[config.mk]
export PLATFORM = sky130hd
export DESIGN_NAME = quad_decoder_4bit
export DESIGN_NICKNAME = d
export VERILOG_FILES = /design/src/rtl/quad_decoder_4bit.sv
export SDC_FILE = /design/constraint.sdc
export NUM_CORES = 1
export LEC_CHECK = 0
export ABC_AREA = 1
export BUFFER_PORTS_ARGS = -buffer_cell sky130_fd_sc_hd__buf_2
export CORE_MARGIN = 3
export CORE_UTILIZATION = 55
export CTS_BUF_LIST = sky130_fd_sc_hd__clkbuf_4 sky130_fd_sc_hd__clkbuf_8
export DETAILED_ROUTE_END_ITERATION = 6
export PLACE_DENSITY = 0.79
export SLEW_MARGIN = 20
export SYNTH_ARGS = -nofsm -noshare
export SYNTH_HDL_FRONTEND = slang
export SYNTH_SLANG_ARGS = --single-unit
[constraint.sdc]
create_clock -name clk -period 4.95 [get_ports clk]
set_clock_uncertainty 0.2 [all_clocks]
set_input_delay 0.2475 -clock clk [delete_from_list [all_inputs] [get_ports clk]]
set_output_delay 0.2475 -clock clk [all_outputs]
set_load 0.005 [all_outputs]
[src/rtl/quad_decoder_4bit.sv]
// quad_decoder_4bit: glitch-filtered quadrature decoder driving a 4-bit position counter.
// Each channel passes through a two-flop synchronizer and then a per-channel level filter.
// After reset a short PRIME phase seeds the filters. The RUN phase then decodes Gray-code
// steps into count/dir/step and flags double-bit jumps on err.
module quad_decoder_4bit #(
  parameter int unsigned FILTER_LEN = 2
) (
  input  logic       clk,
  input  logic       rst,
  input  logic       a_in,
  input  logic       b_in,
  input  logic       en,
  input  logic       load,
  input  logic [3:0] load_val,
  input  logic       clr_err,
  output logic [3:0] count,
  output logic       dir,
  output logic       step,
  output logic       err
);

  // Filter counter value on the last disagreeing cycle before the new level is accepted.
  localparam logic [3:0] FltLast = 4'(FILTER_LEN - 1);

  typedef enum logic [0:0] {StPrime, StRun} state_e;

  state_e     state_q;
  logic       prime_cnt_q;

  // Synchronizer stages.
  logic       a_meta_q, b_meta_q;
  logic       a_s_q, b_s_q;

  // Filtered levels and their agreement counters.
  logic       a_f_q, b_f_q;
  logic [3:0] a_cnt_q, b_cnt_q;
  logic       a_f_d, b_f_d;
  logic [3:0] a_cnt_d, b_cnt_d;

  // Filtered {A,B} seen on the previous edge.
  logic [1:0] ab_prev_q;
  logic [1:0] ab_cur;

  logic       is_up, is_down, is_illegal;

  assign ab_cur = {a_f_q, b_f_q};

  // Level filters: accept the synchronized level after FILTER_LEN consecutive disagreeing cycles.
  always_comb begin
    a_f_d   = a_f_q;
    a_cnt_d = '0;
    if (a_s_q != a_f_q) begin
      if (a_cnt_q == FltLast) begin
        a_f_d = a_s_q;
      end else begin
        a_cnt_d = a_cnt_q + 4'd1;
      end
    end

    b_f_d   = b_f_q;
    b_cnt_d = '0;
    if (b_s_q != b_f_q) begin
      if (b_cnt_q == FltLast) begin
        b_f_d = b_s_q;
      end else begin
        b_cnt_d = b_cnt_q + 4'd1;
      end
    end
  end

  // Classify the previous->current filtered pair; up is 00->01->11->10->00.
  always_comb begin
    is_up   = 1'b0;
    is_down = 1'b0;
    unique case ({ab_prev_q, ab_cur})
      4'b0001, 4'b0111, 4'b1110, 4'b1000: is_up   = 1'b1;
      4'b0010, 4'b1011, 4'b1101, 4'b0100: is_down = 1'b1;
      default: ;
    endcase
    is_illegal = ((ab_prev_q ^ ab_cur) == 2'b11);
  end

  // Synchronizers, filters, PRIME/RUN sequencing and registered outputs.
  always_ff @(posedge clk) begin
    if (rst) begin
      state_q     <= StPrime;
      prime_cnt_q <= 1'b0;
      a_meta_q    <= 1'b0;
      b_meta_q    <= 1'b0;
      a_s_q       <= 1'b0;
      b_s_q       <= 1'b0;
      a_f_q       <= 1'b0;
      b_f_q       <= 1'b0;
      a_cnt_q     <= '0;
      b_cnt_q     <= '0;
      ab_prev_q   <= 2'b00;
      count       <= 4'd0;
      dir         <= 1'b0;
      step        <= 1'b0;
      err         <= 1'b0;
    end else begin
      a_meta_q <= a_in;
      b_meta_q <= b_in;
      a_s_q    <= a_meta_q;
      b_s_q    <= b_meta_q;
      step     <= 1'b0;

      case (state_q)
        StPrime: begin
          // Load the value a_s is taking on this edge, so after each edge the filtered level
          // and the history equal the synchronizer output and RUN starts with no phantom edge.
          a_f_q       <= a_meta_q;
          b_f_q       <= b_meta_q;
          ab_prev_q   <= {a_meta_q, b_meta_q};
          a_cnt_q     <= '0;
          b_cnt_q     <= '0;
          prime_cnt_q <= 1'b1;
          if (prime_cnt_q) begin
            state_q <= StRun;
          end
        end

        StRun: begin
          a_f_q     <= a_f_d;
          b_f_q     <= b_f_d;
          a_cnt_q   <= a_cnt_d;
          b_cnt_q   <= b_cnt_d;
          // History always tracks, even with en low, so re-enabling never sees a stale step.
          ab_prev_q <= ab_cur;

          if (load) begin
            count <= load_val;
          end else if (en && is_up) begin
            count <= count + 4'd1;
            dir   <= 1'b1;
            step  <= 1'b1;
          end else if (en && is_down) begin
            count <= count - 4'd1;
            dir   <= 1'b0;
            step  <= 1'b1;
          end

          // A new illegal jump beats a simultaneous clear.
          if (en && is_illegal) begin
            err <= 1'b1;
          end else if (clr_err) begin
            err <= 1'b0;
          end
        end

        default: begin
          state_q <= StPrime;
        end
      endcase
    end
  end

endmodule

==> results.ini, run 1 <==
[layout]
n_antenna_cell=0
drive_above_1_share_pct=17.8
area_growth_pct=11.8
fin_util_pct=67.3
final.fill_count=176
final_area_sq_um=1370
final_common_cell=nand2_1
final_cell_count_no_fill=207
final_cell_mix=nand2_1 (36), dfxtp_1 (25), nor2_1 (24), inv_1 (17), buf_2 (17)
layout.nets=199

[timing]
fin_crit_sh_pct=44.1
fmax_mhz=458
rsz0062_at_grt=false
fin_setup_tns_ns=0
hold_slack_ns=0.0221
slew_violations=0
worstMarginPinSlew_ns=0.472
setup_slack_ns=2.77
finalSetupViolCount=0
min_period_ns=2.18
slew_headroom_pct=68.5
finalHoldViolCount=0

[cts]
cts_buffers=3
cts_hold_buf=3
clk-insertion-delay-late_ns=0.33
cts.clk_slew.worst_paths_ns=0.14
cts-root-buf=clkbuf_4
h-tree-depth=1
postCtsSetupBuffers=0
cts_tree=yes
clock_sink_count=25
ctsResizeCount=0
clk_path_buf_depth=2

[setup_path]
crit_arrival_ns=2.22
start_kind=flip-flop
crit_top_cell=nand2_1
crit_chain=nand2_1, nand2_2, nand3_4, ha_1, a21oi_1, nand3_1, nand2_1, nand2_1, nand2_1, nand2_1, nand2_1, a21oi_2
slowest_stage=dfxtp_1
path_buf_inv=0
path_class=flip-flop to flip-flop
critPathMaxStageDelay_ns=0.53
crit_family=simple AND/OR/NAND/NOR gates
cp_data_required_time_ns=4.98
cp-end-kind=flip-flop
path_max_fanout=8

[global_route]
grt_max_degree=16
antenna_found_initial=0
grt_pass1_wl_mm=3.99
grt_use_total_pct=18.8
grt_remaining_overflow=0
grt_pass1_vias=985

[placed_design]
gp_congestion=0.815
place_ws_ns=2.81
io_buffers=17
dp.cells=200
placed_area_sq_um=1310
hpwl_mm=1.69

[drt]
drc=0
finalWirelength_mm=2.28
ant_nets=0
avgViaCountPerCell=5.06
dr_total_vias=1048
dr.first_iter.drc_count=24
dr.pass1.iters=4
wl_per_cell_um=11.0

[yosys]
ys_types=26
synth_mux_area_share_pct=0
synth_fa_ha_area_share_pct=7.74
synth_edf_count=0
synth_simple_gate_area_share_pct=28.6
avgSynthCellArea_sq_um=7.68
yosys_warnings=0
synth_area_leaders=dfxtp_1 (41%), nand2_1 (11%), nor2_1 (7.3%), ha_1 (6.1%), inv_1 (5.2%)
yosysSeqAreaShare_pct=40.7
async_flop_share_pct=0
synth_top_area_cell=dfxtp_1
synth_top_area_share_pct=40.7
synthXorXnorAreaFrac_pct=4.99
syn_inst=160
ys_seq_elements=25
syn-cell-area_sq_um=1230
synth_top_family_by_area=simple AND/OR/NAND/NOR gates
synth_ff_type=dfxtp_1
syn-num-nets=178
synth-compound-area-share_pct=8.66

[worst_hold_path]
hp-class=input port to flip-flop

[floorplanning]
start_util_pct=60.2
io_pins=18
coreArea_sq_um=2040
chipHeight_um=53.3
fp-row-count=16
dieArea_sq_um=2840
die_x_um=53.3

[run]
cap_viol_max_count=0

[pwr]
vdd_drop_max_uv=150
power_uw=371
p_per_area_nw_per_um2=270
leakagePower_nw=0.643

[outcome]
outcome=completed

==> Yosys cell counts, types with 2 or more instances <==
master	number
nand3_1	10
nand4_1	2
inv_4	2
buf_6	2
a21oi_1	6
nand2_1	36
nor2_1	24
o21ai_0	7
ha_1	6
dfxtp_1	25
o211ai_1	2
inv_1	17
xor2_1	3
nand2_2	3
xnor2_1	4
==> state kept, by name (all words and copies together), names as in the netlist <==
name and flops:
a_cnt_q 4, a_f_q 1, a_meta_q 1, a_s_q 1
ab_prev_q 2, b_cnt_q 4, b_f_q 1, b_meta_q 1
b_s_q 1, count 4, dir 1, err 1
prime_cnt_q 1, state_q 1, step 1
==> layout make-up <==
type	count	area (sq um)	area share [%]
clock buffers	3	22.5	1.64
clock inverters	1	7.51	0.546
inverters	20	80.1	5.83
multi-input cells	111	614	44.7
flip-flops and latches	25	500	36.4
well taps	27	33.8	2.46
repair buffers	20	115	8.38
==> power by group <==
group / switching [mW] / internal (mW) / total, mW
sequential: 0.00997 / 0.209 / 0.219
combinational: 0.0317 / 0.0243 / 0.0560
clock: 0.0654 / 0.0309 / 0.0964
total: 0.107 / 0.264 / 0.371
==> path summary, 6_finish.rpt <==
path | slack, ns | cells past startpoint | startpoint | to
min | 0.02 | 2 | rst | count[3]
max reg2reg | 2.77 | 12 | a_f_q | count[3]
max | 2.77 | 12 | a_f_q | count[3]
min reg2reg | 0.23 | 2 | a_meta_q | a_s_q
==> per-layer routing <==
metal / up-vias / track usage, % / part of all wire (%)
li1: 544 / - / -
met1: 476 / 23.1 / 46
met2: 24 / 32.9 / 48
met3: 4 / 2.54 / 5.3
met4: 0 / 6.81 / 1.4
met5: - / 0 / 0
==> logic make-up (layout without fill, tap and decap cells) <==
group	Yosys count	in the layout
AOI/OAI and AO/OA	18	18
xor gates and xnor gates	7	7
adders and majority gates	7	7
buffers and inverters	24	44
DFF	25	25
and+or+nand+nor	79	79
Power figures use the tool's default switching activity.
==> inputs of run 2 (changes only) <==
==> constraint.sdc (replaced) <==
create_clock -name clk -period 2.2 [get_ports clk]
set_clock_uncertainty 0.2 [all_clocks]
set_input_delay 0.11 -clock clk [delete_from_list [all_inputs] [get_ports clk]]
set_output_delay 0.11 -clock clk [all_outputs]
set_load 0.005 [all_outputs]
==> run 2 against run 1 <==
  * Hold slack improved by 0.0011 ns
  * Global-route usage rose by 0.52 points
  * Power rose by 130%
  * Largest power group unchanged
  * Critical path depth fell by 3
  * Non-clock buffer count rose by 9
  * Die area did not move
==> results.ini, run 2 (synthesis results as in run 1) <==
[cts]
cts_buffers=3
clock_sink_count=25
cts.clk_slew.worst_paths_ns=0.13
clk_path_buf_depth=2
cts_tree=yes
h-tree-depth=1
cts-root-buf=clkbuf_4
postCtsSetupBuffers=0
clk-insertion-delay-late_ns=0.32

[global_route]
grt_pass1_vias=974
grt_remaining_overflow=0
grt_use_total_pct=19.3
grt_pass1_wl_mm=3.95
antenna_found_initial=0
grt_max_degree=14

[drt]
drc=0
dr.pass1.iters=4
wl_per_cell_um=10.9
avgViaCountPerCell=5.01
ant_nets=0
finalWirelength_mm=2.37
dr.first_iter.drc_count=20
dr_total_vias=1082

[floorplanning]
dieArea_sq_um=2840
coreArea_sq_um=2040
io_pins=18
die_x_um=53.3
start_util_pct=60.2
chipHeight_um=53.3
fp-row-count=16

[pwr]
p_clk_share_pct=25.6
p_per_area_nw_per_um2=577
p_seq_share_pct=57.3
p_int_uw=621
p_sw_share_pct=27.1
power_uw=852
p_comb_share_pct=17.1
leakagePower_nw=0.693
vdd_drop_max_uv=569
p_switching_uw=231

[setup_path]
cp-end-kind=flip-flop
path_max_fanout=7
crit_arrival_ns=2.04
path_class=flip-flop to flip-flop
ff2ff_setup_slack_ns=0.18
reg2reg_from=ab_prev_q[1]
path_buf_inv=1
crit_family=adder cells
cp-endpoint=count[2]
crit_top_cell=o21ai_0
start_kind=flip-flop
cp_data_required_time_ns=2.23
worstReg2RegEnd=count[2]
worstSetupStartpoint=ab_prev_q[1]
critPathMaxStageDelay_ns=0.40
slowest_stage=fa_1
path_depth=9
ff2ff_path_depth=9
crit_chain=inv_1, nand2_1, nand2_2, nand3_4, fa_1, xnor2_1, o21ai_0, o21ai_0, nor2_1

[placed_design]
gp_congestion=0.799
hpwl_mm=1.65
io_buffers=17
place_ws_ns=0.105

[timing]
min_period_ns=2.02
slew_violations=0
slew_headroom_pct=79.1
fmax_mhz=496
worstMarginPinSlew_ns=0.312
finalHoldViolCount=0
finalSetupViolCount=0
setup_slack_ns=0.183
fin_crit_sh_pct=91.7
rsz0062_at_grt=false
fin_setup_tns_ns=0

[layout]
drive_above_1_share_pct=19.0
final.fill_count=191
reg_top3=a_cnt_q: 4 flops, b_cnt_q: 4 flops, count: 4 flops
final_common_cell=nand2_1
area_growth_pct=20.2
n_antenna_cell=0
seq_area_sq_um=503
multiInputGateArea_sq_um=627
final_cell_mix=nand2_1 (36), nor2_1 (24), dfxtp_1 (23), inv_1 (17), buf_2 (17)
layout.nets=208

[outcome]
outcome=completed

[worst_hold_path]
hp-class=input port to flip-flop

[run]
cap_viol_max_count=0

-- run 2: cell types whose count changed in the layout (fill, tap and decap cells not counted), sizes merged --
| cell | change |
|---|---|
| buf | +1 |
| clkbuf | +1 |
| clkinvlp | -1 |
| dlygate4sd3 | +8 |
-- run 2: metal layers --
layer	track usage, %	up-vias	part of all wire, %
met5	0	-	0
met1	22.7	492	46
met4	11.9	0	1.9
met3	3.38	4	3.5
met2	32.0	23	48
li1	-	563	-
-- run 2: layout make-up --
type | instances | share of cell area [%]
inverters | 20 | 5.42
well taps | 27 | 2.29
multi-input cells | 111 | 42.5
repair buffers | 29 | 13.7
flip-flops and latches | 25 | 34.1
clock buffers | 4 | 2.03
-- run 2: per-stage QoR --
stage | instances | instance area [sq um] | utilization (%) | hold slack [ns]
6_report | 216 | 1480 | 72.3 | 0.0231
5_1_grt | 216 | 1480 | 72.3 | 0.0622
4_1_cts | 216 | 1460 | 71.6 | 0.00248
3_5_place_dp | 201 | 1320 | 64.7 | 0.118
3_3_place_gp | 201 | 1320 | 64.7 | 0.111
2_1_floorplan | 160 | 1230 | - | -0.0209
-- run 2: timing repair --
item                                    4_1_cts  5_1_grt
hold buffers                                 11        0
endpoints found under the setup margin        0        2
endpoints found under the hold margin        15        0
resized for setup                             0        3
-- run 2: power groups by stage --
stage	logic, mW	registers, mW	clock network, mW
finish	0.146	0.488	0.218
global route	0.167	0.492	0.239
CTS	0.142	0.487	0.226
detailed placement	0.127	0.497	0
global placement	0.123	0.496	0
floorplan	0.0992	0.492	0
-- run 2: worst min path at each step --
stage               startpoint        to  slack, ns  cells past startpoint
CTS                       load  count[0]      0.002                      5
detailed placement        b_in  b_meta_q       0.12                      3
global route              load  count[0]       0.06                      4
global placement          b_in  b_meta_q       0.11                      3
floorplan                  rst       dir      -0.02                      1
finish                    load  count[0]       0.02                      5
-- run 2: worst reg2reg max path, cell delays in order (launching register included) --
cell     delay [ns]
dfxtp_1        0.37
inv_1          0.10
nand2_1        0.07
nand2_2        0.09
nand3_4        0.13
fa_1           0.40
xnor2_1        0.16
o21ai_0        0.11
o21ai_0        0.23
nor2_1         0.06
==> inputs of run 3 (changes only) <==
--- a/config.mk
+++ b/config.mk
@@ -5,14 +5,13 @@
 export SDC_FILE = /design/constraint.sdc
 export NUM_CORES = 1
 export LEC_CHECK = 0
-export ABC_AREA = 1
+export ABC_AREA = 0
 export BUFFER_PORTS_ARGS = -buffer_cell sky130_fd_sc_hd__buf_2
 export CORE_MARGIN = 3
 export CORE_UTILIZATION = 55
 export CTS_BUF_LIST = sky130_fd_sc_hd__clkbuf_4 sky130_fd_sc_hd__clkbuf_8
 export DETAILED_ROUTE_END_ITERATION = 6
-export PLACE_DENSITY = 0.79
-export SLEW_MARGIN = 20
+export PLACE_DENSITY = 0.8
 export SYNTH_ARGS = -nofsm -noshare
 export SYNTH_HDL_FRONTEND = slang
 export SYNTH_SLANG_ARGS = --single-unit
==> run 3 against run 2 <==
  * Global-route usage grew 0.65 points
  * Via count fell by 13%
  * Cell count down 18%
  * Die area fell by 5.3%
  * Non-clock buffer count grew 3
  * Power grew 3.5%
  * Critical path type is now input port to flip-flop
==> results.ini, run 3 <==
[layout]
reg_top3=a_cnt_q: 4 flops, b_cnt_q: 4 flops, count: 4 flops
area_growth_pct=22.9
multiInputGateArea_sq_um=608
seq_area_sq_um=504
drive_above_1_share_pct=23.7
n_antenna_cell=0
final_cell_mix=nor2_1 (23), dfxtp_1 (22), buf_2 (17), dlygate4sd3_1 (11)
final_common_cell=nor2_1
layout.nets=171
final.fill_count=126

[floorplanning]
start_util_pct=62.2
fp-row-count=15
coreArea_sq_um=1860
chipHeight_um=51.8
dieArea_sq_um=2690
io_pins=18
die_x_um=51.8

[yosys]
syn_inst=121
synth_top_area_share_pct=43.3
syn-cell-area_sq_um=1160
async_flop_share_pct=0
synth_area_leaders=dfxtp_1 (43%), nor2_1 (7.5%), ha_1 (6.5%), xnor2_1 (4.5%), xor2_1 (3.8%)
synth_ff_type=dfxtp_1
ys_seq_elements=25
synth_top_area_cell=dfxtp_1
avgSynthCellArea_sq_um=9.55
synth_most_common_cell=dfxtp_1
ys_types=35
yosys_warnings=0
yosysSeqAreaShare_pct=43.3
synthTopCellsByCount=dfxtp_1 (25), nor2_1 (23), nand2_1 (7), nand3_1 (7)
synth_edf_count=0
syn-num-nets=139

[cts]
cts-root-buf=clkbuf_4
postCtsSetupBuffers=0
clk-insertion-delay-late_ns=0.31
cts_buffers=3
h-tree-depth=1
clock_sink_count=25
cts_tree=yes
clk_path_buf_depth=2
cts.clk_slew.worst_paths_ns=0.13

[setup_path]
crit_chain=dlygate4sd3_1, buf_2, and3_1, inv_2, ha_1, a21o_1, a21oi_2, xnor2_1, xnor2_1, o221a_1
worstSetupStartpoint=en
critPathMaxStageDelay_ns=0.52
crit_arrival_ns=2.09
start_kind=input port
cp-end-kind=flip-flop
path_max_fanout=5
cp_data_required_time_ns=2.21
path_class=input port to flip-flop
crit_top_cell=xnor2_1
slowest_stage=dlygate4sd3_1
reg2reg_from=ab_prev_q[1]

[worst_hold_path]
hold_start=load
hp-class=input port to flip-flop

[placed_design]
place_ws_ns=0.0464
hpwl_mm=1.70
io_buffers=17
gp_congestion=0.755

[timing]
fin_crit_sh_pct=94.4
fin_setup_tns_ns=0
finalHoldViolCount=0
fmax_mhz=482
slew_headroom_pct=78.9
worstMarginPinSlew_ns=0.314
min_period_ns=2.08
finalSetupViolCount=0
setup_slack_ns=0.124
slew_violations=0
rsz0062_at_grt=false

[drt]
wl_per_cell_um=12.9
avgViaCountPerCell=5.33
dr.pass1.iters=4
drc=0
dr_total_vias=944
dr.first_iter.drc_count=16
finalWirelength_mm=2.29
ant_nets=0

[pwr]
vdd_drop_max_uv=475
p_per_area_nw_per_um2=620
leakagePower_nw=0.610

[run]
cap_viol_max_count=0

[global_route]
grt_use_total_pct=20.0
grt_remaining_overflow=0
grt_max_degree=17
grt_pass1_vias=927
antenna_found_initial=0
grt_pass1_wl_mm=3.97

[outcome]
outcome=completed

==> run 3: report_power, final <==
part	internal [mW]	switching (mW)
clock	0.0831	0.130
sequential	0.473	0.0162
combinational	0.0916	0.0880
total	0.648	0.234
==> run 3: kinds of logic after synthesis <==
kind of cell    Yosys count  synth area share, %
simple gates             43                 16.0
flops                    25                 43.3
compound gates           18                 12.8
xor+xnor                 14                 12.6
buf+inv                  11                 4.44
fa+ha+maj                 7                 8.23
mux                       3                 2.71
==> run 3: critical path: cells and delay by family <==
kind | cells | cell delay (ns)
AOI/OAI and AO/OA | 3 | 0.50
xor gates and xnor gates | 2 | 0.25
adders and majority gates | 1 | 0.28
buffers and inverters | 3 | 0.75
and+or+nand+nor | 1 | 0.20
==> run 3: final cells by class <==
| cell class | instances | area share (%) |
|---|---|---|
| clock buffer | 4 | 2.11 |
| inverter | 6 | 1.58 |
| multi-input combinational | 85 | 42.8 |
| sequential | 25 | 35.5 |
| tap | 25 | 2.20 |
| timing repair buffer | 32 | 15.8 |
==> run 3: path summary, 6_finish.rpt <==
path | endpoint | slack [ns] | cells past startpoint
min reg2reg | a_s_q | 0.29 | 1
max | count[3] | 0.12 | 10
max reg2reg | count[3] | 0.13 | 9
min | count[2] | 0.01 | 3
==> run 3: layer usage <==
layer | share of wire, % | up-vias | track usage, %
li1 | - | 472 | -
met1 | 42 | 444 | 22.3
met2 | 52 | 24 | 36.0
met3 | 3.8 | 4 | 3.72
met4 | 1.4 | 0 | 9.17
met5 | 0 | - | 0
==> run 3: metrics by stage <==
| step | hold WS [ns] | area [sq um] | util (%) | instances | power, mW |
|---|---|---|---|---|---|
| 2_1_floorplan | -0.0184 | 1160 | - | 121 | 0.614 |
| 3_3_place_gp | 0.123 | 1270 | 68.6 | 162 | 0.650 |
| 3_5_place_dp | 0.126 | 1270 | 68.6 | 162 | 0.661 |
| 4_1_cts | 0.0113 | 1410 | 76.1 | 177 | 0.880 |
| 5_1_grt | 0.0399 | 1420 | 76.5 | 177 | 0.929 |
| 6_report | 0.0139 | 1420 | 76.5 | 177 | 0.881 |
==> run 3: timing repair <==
action | in CTS | in global routing
endpoints found under the setup margin | 0 | 2
gates resized for setup | 0 | 5
hold buffers | 11 | 0
endpoints found under the hold margin | 16 | 0
